## src/rtl/sram_controller_pkg.sv

```systemverilog
// Shared definitions for the off-chip data-memory SRAM controller.
package sram_controller_pkg;

  typedef enum logic [1:0] {
    ST_IDLE = 2'd0,
    ST_LO   = 2'd1,
    ST_HI   = 2'd2,
    ST_DONE = 2'd3
  } state_t;

  localparam int unsigned MEM_BASE_DEF = 1024;
  localparam int unsigned SRAM_DW      = 16;
  localparam int unsigned SRAM_AW_DEF  = 18;

endpackage

```

## src/rtl/sram_controller.sv

```systemverilog
// MEM-stage initiator: splits 32-bit word accesses into two timed 16-bit SRAM
// accesses, stalling the pipeline through freeze until the word completes.
module sram_controller
  import sram_controller_pkg::*;
#(
  parameter int unsigned WAIT_CYCLES = 2,
  parameter int unsigned MEM_BASE    = MEM_BASE_DEF,
  parameter int unsigned SRAM_AW     = SRAM_AW_DEF
) (
  input  logic                 clk,
  input  logic                 rst,
  input  logic                 mem_r_en,
  input  logic                 mem_w_en,
  input  logic [31:0]          alu_res,
  input  logic [31:0]          val_rm,
  output logic [31:0]          res_data,
  output logic                 ready,
  output logic                 freeze,
  output logic [SRAM_AW-1:0]   sram_addr,
  output logic [SRAM_DW-1:0]   sram_dq_out,
  input  logic [SRAM_DW-1:0]   sram_dq_in,
  output logic                 sram_dq_oe,
  output logic                 sram_we_n
);

  localparam int unsigned CW = (WAIT_CYCLES > 1) ? $clog2(WAIT_CYCLES) : 1;
  localparam int unsigned WW = SRAM_AW - 1;
  localparam logic [CW-1:0] CNT_LAST = CW'(WAIT_CYCLES - 1);

  state_t              state, state_nxt;
  logic [CW-1:0]       cnt, cnt_nxt;
  logic                wr, wr_nxt;
  logic [WW-1:0]       word, word_nxt, word_req;
  logic [31:0]         wdata, wdata_nxt;
  logic [31:0]         offset;
  logic                last;

  logic [SRAM_AW-1:0]  addr_d;
  logic [SRAM_DW-1:0]  dq_out_d;
  logic                oe_d;
  logic                we_n_d;
  logic                ready_d;

  assign offset   = alu_res - 32'(MEM_BASE);
  assign word_req = WW'(offset >> 2);
  assign last     = (cnt == CNT_LAST);
  assign freeze   = (mem_r_en | mem_w_en) & ~ready;

  // State register; address and write data are captured when a request is accepted
  always_ff @(posedge clk or posedge rst) begin
    if (rst) begin
      state <= ST_IDLE;
      cnt   <= '0;
      wr    <= 1'b0;
      word  <= '0;
      wdata <= '0;
    end else begin
      state <= state_nxt;
      cnt   <= cnt_nxt;
      wr    <= wr_nxt;
      word  <= word_nxt;
      wdata <= wdata_nxt;
    end
  end

  // Next-state logic; write wins when both enables are high
  always_comb begin
    state_nxt = state;
    cnt_nxt   = cnt;
    wr_nxt    = wr;
    word_nxt  = word;
    wdata_nxt = wdata;
    case (state)
      ST_IDLE: begin
        if (mem_w_en || mem_r_en) begin
          state_nxt = ST_LO;
          cnt_nxt   = '0;
          wr_nxt    = mem_w_en;
          word_nxt  = word_req;
          wdata_nxt = val_rm;
        end
      end
      ST_LO: begin
        if (last) begin
          state_nxt = ST_HI;
          cnt_nxt   = '0;
        end else begin
          cnt_nxt = cnt + CW'(1);
        end
      end
      ST_HI: begin
        if (last) begin
          state_nxt = ST_DONE;
          cnt_nxt   = '0;
        end else begin
          cnt_nxt = cnt + CW'(1);
        end
      end
      ST_DONE: state_nxt = ST_IDLE;
      default: state_nxt = ST_IDLE;
    endcase
  end

  // Output decode from next state so the SRAM pins come straight off flops
  always_comb begin
    addr_d   = '0;
    dq_out_d = '0;
    oe_d     = 1'b0;
    we_n_d   = 1'b1;
    ready_d  = (state_nxt == ST_DONE);
    if (state_nxt == ST_LO || state_nxt == ST_HI) begin
      addr_d = {word_nxt, (state_nxt == ST_HI)};
      if (wr_nxt) begin
        oe_d     = 1'b1;
        dq_out_d = (state_nxt == ST_HI) ? wdata_nxt[31:16] : wdata_nxt[15:0];
        we_n_d   = (cnt_nxt == CNT_LAST);
      end
    end
  end

  // Output registers; read halves are sampled on the edge that ends each phase
  always_ff @(posedge clk or posedge rst) begin
    if (rst) begin
      sram_addr   <= '0;
      sram_dq_out <= '0;
      sram_dq_oe  <= 1'b0;
      sram_we_n   <= 1'b1;
      ready       <= 1'b0;
      res_data    <= '0;
    end else begin
      sram_addr   <= addr_d;
      sram_dq_out <= dq_out_d;
      sram_dq_oe  <= oe_d;
      sram_we_n   <= we_n_d;
      ready       <= ready_d;
      if (!wr && last && state == ST_LO) res_data[15:0]  <= sram_dq_in;
      if (!wr && last && state == ST_HI) res_data[31:16] <= sram_dq_in;
    end
  end

endmodule
```

## config.mk

```make
export PLATFORM = sky130hd
export DESIGN_NAME = sram_controller
export DESIGN_NICKNAME = d
export VERILOG_FILES = /design/src/rtl/sram_controller_pkg.sv /design/src/rtl/sram_controller.sv
export SDC_FILE = /design/constraint.sdc
export NUM_CORES = 1
export LEC_CHECK = 0
export CORE_AREA = 2 2 148 150
export CTS_BUF_LIST = sky130_fd_sc_hd__clkbuf_4 sky130_fd_sc_hd__clkbuf_8
export CTS_CLUSTER_DIAMETER = 40
export DETAILED_ROUTE_END_ITERATION = 16
export DIE_AREA = 0 0 150 152
export PLACE_DENSITY = 0.57
export SLEW_MARGIN = 5
export SYNTH_ARGS = -nofsm -noshare
export SYNTH_HDL_FRONTEND = slang
export SYNTH_SLANG_ARGS = --single-unit
```

## constraint.sdc

```tcl
create_clock -name clk -period 5.9 [get_ports clk]
set_input_delay 1.18 -clock clk [delete_from_list [all_inputs] [get_ports clk]]
set_output_delay 1.18 -clock clk [all_outputs]
set_load 0.02 [all_outputs]
```

==> results.toml, run 1 <==
[power_and_ir_drop]
swShare_pct = 36.1
power.total_uw = 4110
p_switching_uw = 1480
pwr-share-seq_pct = 33.9
intPower_uw = 2620
p_leak_uw = 0.00309
power.density_nw_per_um2 = 575
power_frac_comb_pct = 46.1
ir_drop_v = 0.000199
clock_power_share_pct = 20.0

[timing]
max_slew.worst_pin.slew_ps = 945
post-route-period-util_pct = 64.5
slew_headroom_pct = 37.0
final.setup.tns_ps = 0
fin_crit_ps = 3810
skew_ps = 11.1
maxSlewViolCount = 0
rsz0062_at_grt = "false"
hold_viol_final = 0
finalSetupViolCount = 0
max_freq_ghz = 0.263

[worst_setup_path]
ff2ff_setup_slack_ps = 2910
cp.required_ps = 4720
worstPathMaxFanout = 4
critPathCaptureType = "primary output"
critPathKind = "in2out"
r2r_end = "sram_we_n"
r2r-start = "state[0]"
r2r_cells = 8
cp.arrival_ps = 2630
cp-start-kind = "primary input"

[job]
cap_violations = 0

[clock_tree]
insertion_delay_ps = 430
cts.repair.resized = 0
cts_tree = "yes"
cts_buffers = 17
h-tree-depth = 4
clock_path_buffers = 2
cts-root-buf = "clkbuf_8"
cts_hold_buffers = 0
clock_sinks = 122
clk_pin_slew_ps = 70
post_cts_buffers = 0

[place]
hpwl_um = 8360
dp.cells = 806
port-buffer-count = 138
gp_congestion = 0.762

[floorplan]
die-height_um = 152
die_w_um = 150
rows = 54
die-area_sq_um = 22800
design.core.area_sq_um = 21400
io_pins = 154
start_util_pct = 23.6

[routing]
wl_per_cell_um = 14.5
dr.pass1.iters = 4
routed_wirelength_um = 12200
drtIter0Drc = 122
postRouteAntennaNets = 0
vias = 3520
drc = 0
viasPerCell = 4.19

[global_routing]
grt_max_degree = 69
grt_use_total_pct = 11.3
grt_pass1_vias = 3745
grt_overflow = 0
grt_antenna_before_repair = 2
grt_pass1_wl_um = 19700

[synthesis]
yosysMostFrequentCell = "dfrtp_1"
syn_area_sq_um = 5030
synthTopCellsByArea = "dfrtp_1 (60%), mux2_2 (8.9%), nand2_1 (7.9%)"
synthArstFlopShare_pct = 100
yosysSeqAreaShare_pct = 60.7
syn_area_per_cell_sq_um = 12.5
synth_edf_count = 0
synth_seq_cells = 122
ys_warn_count = 0
yosys.area.top_type_share_pct = 60.1
synth_nets = 496
yosys.cell_types.count = 32
synth_top_cell_by_area = "dfrtp_1"
synth_flop_cell = "dfrtp_1"
yosys-top-cells-count = "dfrtp_1 (121), nand2_1 (106), mux2_2 (40)"
netlist_instances = 403

[finish]
drive_above_1_share_pct = 17.0
nets = 638
stdcell_count = 840
multiInputGateArea_sq_um = 1860
syn2layout_area_growth_pct = 41.7
utilization_pct = 33.4
register_area_sq_um = 3050
fillers = 2173

[hold_path]
min_delay_path_depth = 2
min_to = "wdata[3]"
hold_start = "wdata[3]"
hold_class = "reg2reg"

[outcome]
outcome = "finished, final reports clean"
==> power by group through the flow <==
stage                     Combinational (uW)  Sequential (uW)  Clock [uW]
after floorplan                         1020             1610           0
after global routing                    2080             1430         900
after global placement                  1870             1390           0
final                                   1890             1390         822
after CTS                               1930             1390         861
after detailed placement                1920             1410           0
==> layer usage <==
layer  global-route usage (%)  wire (um)  part of all wire, %
met5                        0          0                    0
met4                     3.77        193                  1.6
met2                     18.7       6080                   50
met1                     13.3       5190                   42
met3                     4.32        755                  6.2
==> cell type report <==
class / instances / share of cell area [%]
diodes: 2 / 0.0701
clock buffers: 20 / 3.68
clock inverters: 12 / 2.42
inverters: 9 / 0.509
multi-input cells: 255 / 26.0
flip-flops and latches: 122 / 42.8
well taps: 280 / 4.91
repair buffers: 140 / 19.6
==> critical path: stages <==
cell	delay, ps
clkdlybuf4s50_1	600
nor2_1	140
nor2_1	100
clkdlybuf4s50_1	610
==> stage by stage <==
step | hold WS (ps) | setup WS (ps) | instance area [sq um]
2_1_floorplan | 439 | 1480 | 5030
3_3_place_gp | 452 | 1960 | 6700
3_5_place_dp | 461 | 1880 | 6700
4_1_cts | 478 | 2080 | 7130
5_1_grt | 508 | 2030 | 7130
6_report | 472 | 2090 | 7140
==> state kept, by name (all words and copies together) (netlist names) <==
| register | count |
|---|---|
| cnt | 1 |
| ready | 1 |
| res_data | 32 |
| sram_addr | 18 |
| sram_dq_oe | 1 |
| sram_dq_out | 16 |
| sram_we_n | 1 |
| state | 2 |
| wdata | 32 |
| word | 17 |
| wr | 1 |
==> cell families after synthesis <==
group,after synthesis,share of synthesized area [%]
xor gates and xnor gates,2,0.348
adders and majority gates,9,2.24
buffers and inverters,26,2.58
and+or+nand+nor,163,14.4
muxes,56,16.1
DFF,122,60.7
AOI/OAI and AO/OA,25,3.68
==> cells in the final DEF, fill, tap and decap left out, types with 2 or more instances in the layout <==
cell type / count
clkbuf_4: 2
nor2b_1: 26
nor2_1: 14
clkinv_2: 4
diode_2: 2
a211oi_1: 8
inv_1: 8
dfrtp_1: 121
xnor2_1: 2
nor4_1: 6
nor3_1: 5
bufinv_16: 4
and4_1: 4
clkdlybuf4s50_1: 138
nand2_1: 106
mux2_2: 40
clkinvlp_4: 2
a21oi_1: 8
buf_4: 2
ha_1: 9
mux4_2: 16
clkbuf_8: 18
clkinv_4: 2
==> worst max path at each step <==
stage | from | to | depth (start not counted) | slack, ps
after floorplan | rst | cnt | 1 | 1480
final | mem_r_en | freeze | 4 | 2090
after global routing | mem_w_en | freeze | 4 | 2030
after global placement | mem_w_en | sram_we_n | 7 | 1960
after CTS | mem_w_en | freeze | 4 | 2080
after detailed placement | mem_r_en | sram_we_n | 7 | 1880
Note: power is estimated with default switching activity, not from simulation.
==> run 2: changes to the inputs <==
==> constraint.sdc (replaced) <==
create_clock -name clk -period 3.8 [get_ports clk]
set_input_delay 0.76 -clock clk [delete_from_list [all_inputs] [get_ports clk]]
set_output_delay 0.76 -clock clk [all_outputs]
set_load 0.02 [all_outputs]
==> run 2 against run 1 <==
Compared with the run above: die area did not move; clock power increased by 48%; critical path type unchanged; via count shrank 1.1%; routed wire length rose by 0.79%; combinational power is 58% higher; register-to-register slack got worse by 1600 ps; first-iteration DRC count down 11%; power rose by 55%.
==> results.toml, run 2 (synthesized netlist as in run 1, its figures left out) <==
[worst_setup_path]
max_stage_delay_ps = 610
crit_family = "buffers and inverters"
crit_cells = 4
r2r_end = "sram_dq_out[10]"
ff2ff_setup_slack_ps = 1350
crit_end = "freeze"
cp-start-kind = "primary input"
cp.arrival_ps = 2240
path_buf_inv = 2
worstSetupStartpoint = "mem_w_en"
r2r_cells = 5
cp.required_ps = 3040
r2r-start = "state[0]"
worstPathMaxFanout = 4
critPathCaptureType = "primary output"
cpMaxStageDelayCell = "clkdlybuf4s50_1"
path_cells = "clkdlybuf4s50_1, nor2_1, nor2_1, clkdlybuf4s50_1"
critPathKind = "in2out"

[timing]
slew_headroom_pct = 49.0
skew_ps = 10.6
max_slew.worst_pin.slew_ps = 763
rsz0062_at_grt = "false"
maxSlewViolCount = 0
post-route-period-util_pct = 78.8
finalSetupViolCount = 0
hold_viol_final = 0
max_freq_ghz = 0.334
fin_crit_ps = 3000
final.setup.tns_ps = 0

[routing]
vias = 3481
wl_per_cell_um = 14.7
viasPerCell = 4.14
dr.pass1.iters = 4
routed_wirelength_um = 12300
drtIter0Drc = 109
postRouteAntennaNets = 0
drc = 0

[clock_tree]
clock_sinks = 122
post_cts_buffers = 0
clock_path_buffers = 2
clk_pin_slew_ps = 60
cts_tree = "yes"
h-tree-depth = 4
cts_hold_buffers = 0
insertion_delay_ps = 420
cts_buffers = 17
cts-root-buf = "clkbuf_8"
cts.repair.resized = 0

[job]
cap_violations = 0

[finish]
largest_registers = "res_data (32), wdata (32), sram_addr (18)"
utilization_pct = 33.5
fillers = 2130
final_common_cell = "clkdlybuf4s50_1"
final_cell_mix = "clkdlybuf4s50_1 (138), dfrtp_1 (121), nand2_1 (106)"
syn2layout_area_growth_pct = 42.0
nets = 641
drive_above_1_share_pct = 17.2
final_area_sq_um = 7150

[floorplan]
die-area_sq_um = 22800
io_pins = 154
start_util_pct = 23.6
design.core.area_sq_um = 21400
die_w_um = 150
die-height_um = 152
rows = 54

[global_routing]
grt_pass1_wl_um = 20000
grt_use_total_pct = 11.4
grt_overflow = 0
grt_max_degree = 95
grt_antenna_before_repair = 1
grt_pass1_vias = 3714

[power_and_ir_drop]
power_frac_comb_pct = 46.8
power.density_nw_per_um2 = 891
intPower_uw = 4070
swShare_pct = 36.1
pwr-share-seq_pct = 34.0
clock_power_share_pct = 19.2
p_leak_uw = 0.00310
p_switching_uw = 2300
ir_drop_v = 0.000319

[place]
port-buffer-count = 138
hpwl_um = 8480
gp_congestion = 0.793
placed_area_sq_um = 6730

[outcome]
outcome = "finished, final reports clean"

[hold_path]
hold_class = "reg2reg"
hold_start = "wdata[13]"
-- run 2: how the worst min path moves through the flow --
stage,end,slack [ps],cells after the start
finish,wdata[13],470,2
detailed placement,wdata[19],460,2
CTS,wdata[19],480,2
global placement,wdata[27],450,2
floorplan,word[8],440,2
global route,wdata[15],500,2
-- run 2: per-stage QoR --
step	hold slack, ps	setup slack, ps	cells	total power (uW)
after floorplan	439	1280	403	4080
after global placement	452	726	809	5090
after detailed placement	459	646	809	5210
after CTS	478	803	839	6500
after global routing	504	724	839	6870
final	473	805	840	6370
-- run 2: per-layer routing --
layer  wire (um)  GRT usage [%]  up-vias
met5           0              0        -
met4         178           4.09        0
met3         774           3.69       13
met2        6060           18.7      101
met1        5300           13.9     1718
li1            -              -     1649
-- run 2: worst register-to-register path, stage by stage, from the launching register on --
cell     delay (ps)
dfrtp_1         440
inv_1           150
ha_1            320
o21a_4          630
mux4_2          630
nor2b_1         150
-- run 2: layout make-up --
| cell class | count | area, sq um | area share [%] |
|---|---|---|---|
| diodes | 1 | 2.50 | 0.0350 |
| clock buffers | 23 | 298 | 4.17 |
| clock inverters | 7 | 116 | 1.63 |
| inverters | 9 | 37.5 | 0.525 |
| multi-input cells | 255 | 1860 | 26.0 |
| flip-flops and latches | 122 | 3050 | 42.7 |
| well taps | 280 | 350 | 4.90 |
| repair buffers | 143 | 1430 | 20.0 |
-- run 2: power by group through the flow --
stage | combinational (uW) | sequential (uW) | clock (uW)
after detailed placement | 3020 | 2190 | 0
after floorplan | 1580 | 2500 | 0
after CTS | 3040 | 2170 | 1290
final | 2980 | 2160 | 1220
after global placement | 2940 | 2150 | 0
after global routing | 3280 | 2240 | 1350
==> run 3: changes to the inputs <==
--- a/config.mk
+++ b/config.mk
@@ -10,7 +10,7 @@
 export CTS_CLUSTER_DIAMETER = 40
 export DETAILED_ROUTE_END_ITERATION = 16
 export DIE_AREA = 0 0 150 152
-export PLACE_DENSITY = 0.57
+export PLACE_DENSITY = 0.59
 export SLEW_MARGIN = 5
 export SYNTH_ARGS = -nofsm -noshare
 export SYNTH_HDL_FRONTEND = slang
==> constraint.sdc (replaced) <==
create_clock -name clk -period 2.7 [get_ports clk]
set_input_delay 0.54 -clock clk [delete_from_list [all_inputs] [get_ports clk]]
set_output_delay 0.54 -clock clk [all_outputs]
set_load 0.02 [all_outputs]
==> run 3 against run 2 <==
Compared with the run above: routed wire length is 0.34% lower; sequential power grew 40%; non-clock buffer count grew 9; flip-flop and latch count did not move; register-to-register slack got worse by 970 ps; critical path depth unchanged; core utilization is 0.45 points higher; worst hold slack improved by 1.9 ps; combinational power increased by 48%; power is 43% higher; cell count grew 1.3%; highest routed layer unchanged.
==> results.toml, run 3 (synthesized netlist as in run 1, its figures left out) <==
[clock_tree]
clk_pin_slew_ps = 60
cts_hold_buffers = 0
insertion_delay_ps = 430
clock_sinks = 122
cts-root-buf = "clkbuf_8"
post_cts_buffers = 0
cts_buffers = 17
cts_tree = "yes"
cts.repair.resized = 0
h-tree-depth = 4
clock_path_buffers = 2

[worst_setup_path]
path_cells = "clkdlybuf4s50_1, nor2_1, nor2_1, clkdlybuf4s50_1"
cp.arrival_ps = 1850
crit_family = "buffers and inverters"
cp-start-kind = "primary input"
worstPathMaxFanout = 4
r2r_cells = 9
critPathCaptureType = "primary output"
path_buf_inv = 2
max_stage_delay_ps = 540
critPathKind = "in2out"
crit_cells = 4
cp.required_ps = 2160
cpMaxStageDelayCell = "clkdlybuf4s50_1"

[timing]
skew_ps = 11.5
hold_viol_final = 0
max_freq_ghz = 0.419
post-route-period-util_pct = 88.5
rsz0062_at_grt = "false"
slew_headroom_pct = 49.1
setup_slack_ps = 311
finalSetupViolCount = 0
final.setup.tns_ps = 0
max_slew.worst_pin.slew_ps = 757
maxSlewViolCount = 0
fin_crit_ps = 2390

[finish]
largest_registers = "res_data (32), wdata (32), sram_addr (18)"
final_common_cell = "clkdlybuf4s50_1"
syn2layout_area_growth_pct = 43.9
final_cell_mix = "clkdlybuf4s50_1 (138), dfrtp_1 (121), nand2_1 (106)"
stdcell_count = 851
nets = 650
drive_above_1_share_pct = 18.6
final_area_sq_um = 7240

[routing]
routed_wirelength_um = 12300
viasPerCell = 4.20
vias = 3572
drtIter0Drc = 124
postRouteAntennaNets = 0
dr.pass1.iters = 4
wl_per_cell_um = 14.4
drc = 0

[outcome]
outcome = "finished, final reports clean"

[power_and_ir_drop]
power.total_uw = 9090
p_leak_uw = 0.00315
power.density_nw_per_um2 = 1250
power_frac_comb_pct = 48.5
ir_drop_v = 0.000427
pwr-share-seq_pct = 33.3
intPower_uw = 5820
p_switching_uw = 3270
swShare_pct = 36.0
clock_power_share_pct = 18.2

[global_routing]
gr-usage-met2_pct = 19.0
grt_use_total_pct = 11.3
grt_max_degree = 123
use_met1_pct = 13.1
grt_overflow = 0
gr-usage-met3_pct = 4.38
grt_antenna_before_repair = 3
grt_busiest_layer = "met2"
grt_pass1_vias = 3925
grt_pass1_wl_um = 20000

[place]
gp_congestion = 0.750
hpwl_um = 8630
placed_area_sq_um = 6840
place_ws_ps = 78.6
dp.cells = 818
port-buffer-count = 138

[floorplan]
design.core.area_sq_um = 21400
die_w_um = 150
io_pins = 154
die-height_um = 152
rows = 54
die-area_sq_um = 22800
start_util_pct = 23.6

[job]
cap_violations = 0

[hold_path]
hold_class = "reg2reg"
min_delay_path_depth = 2
run 3: cell count changes in the layout (fill, tap and decap cells not counted):
cell	change
clkinv_4	-1
diode_2	+1
bufinv_16	-1
buf_4	+6
clkinvlp_4	+1
clkbuf_8	+1
buf_12	+3
clkinv_2	+1
run 3: through the flow:
stage | util, % | hold slack (ps)
6_report | 33.9 | 475
5_1_grt | 33.9 | 497
4_1_cts | 33.9 | 476
3_5_place_dp | 32.0 | 459
3_3_place_gp | 32.0 | 453
2_1_floorplan | - | 439
run 3: layout make-up:
cell class                 count  area (sq um)
clock inverter                 7          90.1
antenna                        2          5.00
clock buffer                  24           312
tap                          280           350
multi-input combinational    255          1860
timing repair buffer         152          1540
fill                        2146         14100
sequential                   122          3050
inverter                       9          37.5
run 3: path summary, 6_finish.rpt:
kind                       startpoint              end  slack [ps]
hold reg to reg               word[8]          word[8]         470
setup / recovery             mem_w_en           freeze         310
setup reg to reg             state[0]  sram_dq_out[14]         380
max in group asynchronous         rst        wdata[24]        1570
hold / removal                word[8]          word[8]         470
min in group asynchronous         rst     res_data[26]         650
run 3: power groups by stage:
stage	sequential, uW	combinational, uW	clock [uW]
final	3030	4410	1650
after global routing	3130	4830	1820
after CTS	3030	4480	1740
after detailed placement	3070	4460	0
after global placement	3020	4360	0
after floorplan	3520	2230	0
run 3: layer usage:
metal  share of wire, %  wire, um  vias up
li1                   -         -     1677
met5                  0         0        -
met3                6.9       845       13
met4                1.4       176        0
met1                 43      5230     1782
met2                 49      6020      100
run 3: worst reg2reg max path, cell delays in order (launching register included):
cell	delay, ps
dfrtp_1	450
inv_1	160
ha_1	280
o22a_1	170
nor2_1	40
a21oi_1	210
ha_1	250
buf_12	180
mux4_2	320
nor2b_1	140
